### config.mk
export PLATFORM = sky130hd
export DESIGN_NAME = mips_trace_buffer
export DESIGN_NICKNAME = d
export VERILOG_FILES = /design/src/rtl/mips_trace_buffer.sv
export SDC_FILE = /design/constraint.sdc
export NUM_CORES = 1
export LEC_CHECK = 0
export CORE_ASPECT_RATIO = 2
export CORE_UTILIZATION = 40
export CTS_BUF_LIST = sky130_fd_sc_hd__clkbuf_8
export DETAILED_ROUTE_END_ITERATION = 12
export PLACE_DENSITY = 0.58
export RECOVER_POWER = 50
export REMOVE_ABC_BUFFERS = 1
export SYNTH_ARGS = -nofsm -noshare
export SYNTH_HDL_FRONTEND = slang
export SYNTH_SLANG_ARGS = --single-unit
### constraint.sdc
create_clock -name clk -period 7.9 [get_ports clk]
set_input_delay 1.58 -clock clk [delete_from_list [all_inputs] [get_ports clk]]
set_output_delay 1.58 -clock clk [all_outputs]
set_load 0.05 [all_outputs]
### src/rtl/mips_trace_buffer.sv
// Retirement-trace capture: circular buffer with PC-match trigger, post-trigger window,
// optional nop filtering, and a valid/ready drain port once capture has frozen.
module mips_trace_buffer #(
  parameter int unsigned PC_W      = 32,
  parameter int unsigned DATA_W    = 32,
  parameter int unsigned DEPTH     = 16,
  parameter int unsigned POST_TRIG = 8
) (
  input  logic                     clk,
  input  logic                     reset,
  input  logic                     arm,
  input  logic                     in_valid,
  input  logic [PC_W-1:0]          in_pc,
  input  logic [31:0]              in_instr,
  input  logic [DATA_W-1:0]        in_wb,
  input  logic                     skip_nop,
  input  logic                     trig_en,
  input  logic [PC_W-1:0]          trig_pc,
  input  logic                     out_ready,
  output logic                     out_valid,
  output logic [PC_W-1:0]          out_pc,
  output logic [31:0]              out_instr,
  output logic [DATA_W-1:0]        out_wb,
  output logic                     out_last,
  output logic [1:0]               state_o,
  output logic [$clog2(DEPTH):0]   count_o,
  output logic                     overflow
);

  localparam int unsigned AW = $clog2(DEPTH);
  localparam int unsigned CW = AW + 1;
  localparam int unsigned EW = PC_W + 32 + DATA_W;

  localparam logic [1:0] S_IDLE  = 2'd0;
  localparam logic [1:0] S_ARMED = 2'd1;
  localparam logic [1:0] S_POST  = 2'd2;
  localparam logic [1:0] S_DONE  = 2'd3;

  localparam logic [AW-1:0] POST_INIT = AW'(POST_TRIG);
  localparam logic [CW-1:0] COUNT_MAX = CW'(DEPTH);

  logic [1:0]    r_state, r_state_d;
  logic [CW-1:0] r_count, r_count_d;
  logic [AW-1:0] r_wr_ptr, r_wr_ptr_d;
  logic [AW-1:0] r_rd_ptr, r_rd_ptr_d;
  logic [AW-1:0] r_post, r_post_d;
  logic          r_overflow, r_overflow_d;
  logic [EW-1:0] r_mem [DEPTH];

  logic          w_capturing, w_store, w_full, w_trig, w_pop, w_go_done;
  logic [AW-1:0] w_wr_ptr_nxt;
  logic [CW-1:0] w_count_inc;
  logic [EW-1:0] w_entry;

  assign w_capturing  = (r_state == S_ARMED) || (r_state == S_POST);
  assign w_store      = in_valid && !(skip_nop && (in_instr == '0)) && w_capturing && !arm;
  assign w_full       = (r_count == COUNT_MAX);
  assign w_trig       = w_store && (r_state == S_ARMED) && trig_en && (in_pc == trig_pc);
  assign w_pop        = out_valid && out_ready;
  assign w_wr_ptr_nxt = r_wr_ptr + AW'(1);
  assign w_count_inc  = w_full ? r_count : r_count + CW'(1);
  assign w_go_done    = (w_trig && (POST_TRIG == 0)) ||
                        ((r_state == S_POST) && w_store && (r_post == AW'(1)));

  always_comb begin
    r_state_d    = r_state;
    r_count_d    = r_count;
    r_wr_ptr_d   = r_wr_ptr;
    r_rd_ptr_d   = r_rd_ptr;
    r_post_d     = r_post;
    r_overflow_d = r_overflow;
    if (arm) begin
      r_state_d    = S_ARMED;
      r_count_d    = '0;
      r_wr_ptr_d   = '0;
      r_rd_ptr_d   = '0;
      r_post_d     = '0;
      r_overflow_d = 1'b0;
    end else if (r_state == S_DONE) begin
      if (w_pop) begin
        r_rd_ptr_d = r_rd_ptr + AW'(1);
        r_count_d  = r_count - CW'(1);
      end
    end else if (w_store) begin
      r_wr_ptr_d = w_wr_ptr_nxt;
      r_count_d  = w_count_inc;
      if (w_full) r_overflow_d = 1'b1;
      if (r_state == S_POST) r_post_d = r_post - AW'(1);
      if (w_go_done) begin
        r_state_d  = S_DONE;
        // Oldest surviving entry; a full buffer wraps back onto the write pointer.
        r_rd_ptr_d = w_wr_ptr_nxt - w_count_inc[AW-1:0];
      end else if (w_trig) begin
        r_state_d = S_POST;
        r_post_d  = POST_INIT;
      end
    end
  end

  always_ff @(posedge clk or negedge reset) begin
    if (!reset) begin
      r_state    <= S_IDLE;
      r_count    <= '0;
      r_wr_ptr   <= '0;
      r_rd_ptr   <= '0;
      r_post     <= '0;
      r_overflow <= 1'b0;
    end else begin
      r_state    <= r_state_d;
      r_count    <= r_count_d;
      r_wr_ptr   <= r_wr_ptr_d;
      r_rd_ptr   <= r_rd_ptr_d;
      r_post     <= r_post_d;
      r_overflow <= r_overflow_d;
    end
  end

  always_ff @(posedge clk) begin
    if (w_store) r_mem[r_wr_ptr] <= {in_pc, in_instr, in_wb};
  end

  assign w_entry   = r_mem[r_rd_ptr];
  assign out_valid = (r_state == S_DONE) && (r_count != '0);
  assign out_pc    = out_valid ? w_entry[EW-1 -: PC_W] : '0;
  assign out_instr = out_valid ? w_entry[DATA_W +: 32] : '0;
  assign out_wb    = out_valid ? w_entry[DATA_W-1:0] : '0;
  assign out_last  = out_valid && (r_count == CW'(1));
  assign state_o   = r_state;
  assign count_o   = r_count;
  assign overflow  = r_overflow;

endmodule

* After elaboration in Yosys (flattened, before gate mapping)
Memories as Yosys holds them, arrays and structs flattened.
Index checks and enable logic that the tools add are counted.
** Operators by class
- Add/sub/neg operators :: 6
- Multiplexer cells :: 33
- Equal/unequal tests :: 10
- Reduce and logical (&&, ||, !) cells :: 28
** Operators by type and width (count)
- two-way mux 32 bit :: 3
- two-way mux 4 bit :: 14
- equality test 32 bit :: 1
- zero test 32 bit :: 1
- two-way mux 5 bit :: 5
- logical AND 1 bit :: 12
- AND reduction 3 bit :: 4
- two-way mux 2 bit :: 5
- nonzero test 3 bit :: 3
- adder 4 x 1 -> 4 bit (second input constant) :: 2
- two-way mux 1 bit :: 6
- adder 5 x 1 -> 5 bit (second input constant) :: 1
- equality test 5 x 1 -> 1 bit (second input constant) :: 1
- equality test 5 bit (second input constant) :: 1
- nonzero test 5 bit :: 1
- subtractor 5 x 1 -> 5 bit (second input constant) :: 1
- equality test 2 bit (second input constant) :: 2
- equality test 4 x 1 -> 1 bit (second input constant) :: 1
- AND reduction 2 bit :: 2
- nonzero test 2 bit :: 2
- subtractor 4 x 1 -> 4 bit (second input constant) :: 1
- subtractor 4 bit :: 1
- inequality test 3 x 2 -> 1 bit (second input constant) :: 1
- inequality test 3 bit (second input constant) :: 1
- 4 further kinds :: 5
** Storage, ports and cells
- Memories :: 1
- Word-level logic and storage cells :: 85
- Input port bits :: 135
- RAM bits :: 1536
- Output and inout port bits :: 106
- Register bits :: 20
** Memories
- r_mem :: depth 16, width 96, read ports 1, clocked after memory_dff 0, write ports 1, RTL line 48 : logic [EW-1:0] r_mem [DEPTH];

* Logic depth before layout (Yosys ltp)
- Depth after elaboration :: 14
- Depth in mapped cells :: 12
- Mapped depth without buffers :: 11

* Worst setup path after synthesis
Ideal clock, no wire load.
- Path kind :: input-to-reg
- Start :: in skip_nop
- End :: mem r_mem[0][0] (netlist bit) (enable)
- Required time :: 7.435 ns
- Path buffers :: 1
- Library setup time :: 0.465 ns
- Stages :: 7
- Path slack :: 2.730 ns
- Data arrival time :: 4.705 ns
- Cells stage by stage :: nor4b_1 nand4_1 or3_1 buf_2 and3_1 nor3b_1 and2_1
** On the way
- Longest elaborated chain between the ends :: 7
** RTL lines
- start, declared :: RTL line 16 : input logic skip_nop,
- logical AND 1 bit :: RTL line 56 : assign w_store = in_valid && !(skip_nop && (in_instr == '0)) && w_capturing && !arm;
- zero test 1 bit :: RTL line 56
- logical AND 1 bit (3 in series) :: RTL line 56
- two-way mux 1 bit :: RTL line 119 : if (w_store) r_mem[r_wr_ptr] <= {in_pc, in_instr, in_wb};
- two-way mux 1 bit (not written as such) :: RTL line 119
- end, declared :: RTL line 48
No other way between the ends.

* Worst setup path after layout
- Start :: in in_instr[6]
- End :: mem r_mem[0][86] (netlist bit) (enable)
** On the way
- Longest elaborated chain between the ends :: 8
** RTL lines
- start, declared :: RTL line 14 : input logic [31:0] in_instr,
- zero test 32 bit :: RTL line 56
- logical AND 1 bit :: RTL line 56
- zero test 1 bit :: RTL line 56
- logical AND 1 bit (3 in series) :: RTL line 56
- two-way mux 1 bit :: RTL line 119
- two-way mux 1 bit (not written as such) :: RTL line 119
No other way between the ends.

==> metrics.json <==
{
  "min_from": {"value": "overflow"},
  "unrepaired_setup_endpoints_after_global_routing": {"value": "no"},
  "report.final.hold_viol_count": {"value": 0},
  "timing.setup.tns": {"value": 0, "unit": "ps"},
  "synth_edf_count": {"value": 1536},
  "drtIter0Drc": {"value": 2246},
  "hpwlAfterDp": {"value": 78170, "unit": "um"},
  "path_category_of_the_worst_min_delay_check": {"value": "register to register"},
  "grt_start_max_net_pins": {"value": 97},
  "hold_depth": {"value": 2},
  "maximum_clock_skew_at_final_layout": {"value": 59.83, "unit": "ps"},
  "seq_area": {"value": 46640, "unit": "sq um"},
  "critical_path.max_stage_delay": {"value": 2050, "unit": "ps"},
  "cp_cell_sequence": {"value": "dlygate4sd3_1 > nor4_1 > nand4_1 > or3_1 > and3_1 > nor3b_1 > and2_0 > buf_4"},
  "gate_count_of_the_mapped_netlist": {"value": 2503},
  "worstSetupEndpointType": {"value": "register"},
  "floorplan.die_area": {"value": 152600, "unit": "sq um"},
  "design.core.area": {"value": 149900, "unit": "sq um"},
  "worst_hold_slack": {"value": 513.6, "unit": "ps"},
  "cellInternalPower": {"value": 13.06, "unit": "mW"},
  "cts-htree-levels": {"value": 4},
  "mostFrequentLayoutCell": {"value": "edfxtp_1"},
  "grt_overflow_total": {"value": 0},
  "synth_flop_cell": {"value": "edfxtp_1"},
  "run_status": {"value": "finished, violations left"},
  "postRouteWirelength": {"value": 141800, "unit": "um"},
  "critPathLaunchType": {"value": "input pin"},
  "antenna_found_initial": {"value": 34},
  "synth.yosys.warnings": {"value": 0},
  "dr.max_layer_used": {"value": "met5"},
  "post_drt_via_cell_ratio": {"value": 5.589},
  "share_comb_of_total_power": {"value": 0.151},
  "globalplace.congestion": {"value": 0.7483},
  "synth-async-reset-ratio": {"value": 0.01285},
  "fmax": {"value": 149.1, "unit": "MHz"},
  "wirelength_per_cell": {"value": 28.56, "unit": "um"},
  "drive_above_1_share": {"value": 0.2628},
  "worst-r2r-cell-count": {"value": 7},
  "cts.sinks": {"value": 1556},
  "timing_worst_slew_pin_value": {"value": 2745, "unit": "ps"},
  "drtAntennaViolNets": {"value": 0},
  "tritoncts": {"value": "built"},
  "worstSetupPathType": {"value": "input pin to register"},
  "synth_cell_type_count": {"value": 55},
  "drtPass1Iterations": {"value": 7},
  "critical_path.max_fanout": {"value": 38},
  "clock-root-buffer": {"value": "clkbuf_8"},
  "insertion_delay": {"value": 920, "unit": "ps"},
  "remaining_drc_errors": {"value": 0},
  "total_via_count_after_detailed_routing": {"value": 27740},
  "resize_count_post_cts": {"value": 0},
  "worst_r2r_endpoint": {"value": "r_mem[0][86]"},
  "clock_power_frac": {"value": 0.317},
  "stdcell_count": {"value": 4963},
  "synth_area": {"value": 60390, "unit": "sq um"},
  "grt_pass1_vias": {"value": 30470},
  "cts_inserted_buffers": {"value": 210},
  "postCtsSetupBuffers": {"value": 0},
  "layout_area_overhead": {"value": 13.81, "unit": "%"},
  "max_cap_violations": {"value": 2},
  "fin_nets": {"value": 3024},
  "final-setup-viol-count": {"value": 0},
  "routedLengthMet1": {"value": 55290, "unit": "um"},
  "powerDensity": {"value": 254.0, "unit": "nW/um^2"},
  "grt_usage": {"value": 0.1869},
  "starting_density_of_the_core": {"value": 0.4029},
  "grt_first_pass_wirelength": {"value": 207400, "unit": "um"},
  "cell_count_after_placement": {"value": 4588},
  "final_max_slew_viol_count": {"value": 53},
  "timing.slew.headroom": {"value": -0.8301},
  "clk_pin_slew_worst_paths": {"value": 70, "unit": "ps"},
  "start_of_the_worst_register_to_register_path": {"value": "state_o[0]"},
  "worst-endpoint-arrival": {"value": 7200, "unit": "ps"},
  "violations_in_the_final_reports": {"value": "max-capacitance violations, max-slew violations"},
  "io_pins": {"value": 241},
  "die_h": {"value": 551.5, "unit": "um"},
  "met3_length": {"value": 8199, "unit": "um"},
  "final_min_period_over_clock_period": {"value": 0.8491},
  "final_design_area_no_fill": {"value": 68720, "unit": "sq um"},
  "die_width": {"value": 276.7, "unit": "um"},
  "total_area_of_multi_input_combinational_cells": {"value": 13030, "unit": "sq um"},
  "most-common-layout-cells": {"value": "edfxtp_1 (1536), mux4_2 (480), clkbuf_8 (214)"},
  "ff_to_ff_setup_slack": {"value": 2700, "unit": "ps"},
  "seq_total_area_yosys": {"value": 0.7721},
  "cts_hold_buffers": {"value": 0},
  "fillers": {"value": 12430},
  "seqPwrFrac": {"value": 0.532},
  "clock_tree.buffer_depth": {"value": 4},
  "min_period": {"value": 6708, "unit": "ps"},
  "met2_length": {"value": 74710, "unit": "um"},
  "holdPathEnd": {"value": "overflow"},
  "worstPathRequired": {"value": 8400, "unit": "ps"},
  "net-switching-power": {"value": 4.396, "unit": "mW"},
  "placed_area": {"value": 65050, "unit": "sq um"},
  "power.switching_fraction": {"value": 0.2519},
  "vdd_drop_max": {"value": 0.0001891, "unit": "V"},
  "syn_area_per_cell": {"value": 24.13, "unit": "sq um"},
  "total_leakage_power": {"value": 21.32, "unit": "nW"},
  "timing.critical_path.slowest_stage_cell": {"value": "and2_0"},
  "placement_rows": {"value": 201},
  "ys_seq_elements": {"value": 1556},
  "portBuffers": {"value": 240}
}
[power groups by stage]
stage	Sequential (mW)	Clock (mW)	Combinational, mW
after floorplan	9.73	0	2.72
after global placement	9.46	0	2.63
after detailed placement	9.47	0	2.69
after CTS	9.29	5.70	2.70
after global routing	9.29	5.99	2.81
final	9.28	5.54	2.63
[final cells by class]
class | instances | share of cell area
clock inverter | 151 | 0.01049
antenna | 10 | 0.0003641
tap | 1928 | 0.03510
clock buffer | 214 | 0.04286
multi-input combinational | 798 | 0.1896
inverter | 13 | 0.0007101
sequential | 1556 | 0.6787
timing repair buffer | 293 | 0.04220
[worst max-delay path by stage]
stage | to | slack [ps] | cells after the start | start
after global placement | r_mem[9][23] | 1660 | 8 | in_instr[20]
after CTS | out_instr[2] | 1270 | 5 | r_rd_ptr[0]
final | r_mem[0][86] | 1190 | 8 | in_instr[6]
after global routing | r_mem[0][26] | 860 | 8 | in_instr[20]
after floorplan | out_instr[0] | -9840 | 3 | r_rd_ptr[0]
after detailed placement | r_mem[9][28] | 1490 | 8 | in_instr[20]
[worst max-delay path: cells and delay by family]
family,cells,cell delay (ps)
buffers and inverters,2,1820
and+or+nand+nor,6,3700
[sequential cells by signal, summed over array words and instances (netlist names)]
register  count
r_post        4
r_wr_ptr      4
r_rd_ptr      4
r_mem      1536
overflow      1
state_o       2
count_o       5
[synthesized netlist by cell type (11+ instances only)]
cell type,instances,share of area
edfxtp_1,1536,0.76
o21ai_0,14,0.0012
mux4_2,480,0.18
buf_6,14,0.0026
inv_1,13,0.00081
and2_1,18,0.0019
nand2_1,13,0.00081
buf_1,11,0.00068
nor2_1,14,0.00087
buf_2,13,0.0011
xor2_1,27,0.0039
clkbuf_1,75,0.0047
and3_1,100,0.010
nor4_1,13,0.0013
ha_1,16,0.0033
buf_4,23,0.0029
nor2b_1,11,0.0011
dfrtp_1,20,0.0083
[layer usage]
metal,track usage,up-vias
li1,-,11550
met1,0.2345,14910
met2,0.3329,1008
met3,0.03063,257
met4,0.05563,10
met5,0,-
[logic make-up after synthesis]
family                   count (synthesis)  synth area share
flip-flops                            1556            0.7721
AND/OR/NAND/NOR                        219           0.02234
adder cells (fa/ha/maj)                 17          0.003647
AO/OA/AOI/OAI                           44          0.004621
buffers and inverters                  149           0.01270
XOR/XNOR                                37          0.005367
multiplexers                           481            0.1792
[through the flow]
stage                 util  total power, mW  setup slack (ps)
CTS                 0.4584            17.69              1271
finish              0.4585            17.45              1192
global route        0.4584            18.09             862.1
detailed placement  0.4340            12.16              1490
global placement    0.4340            12.09              1662
floorplan                -            12.45             -9840
Power figures use the tool's default switching activity.
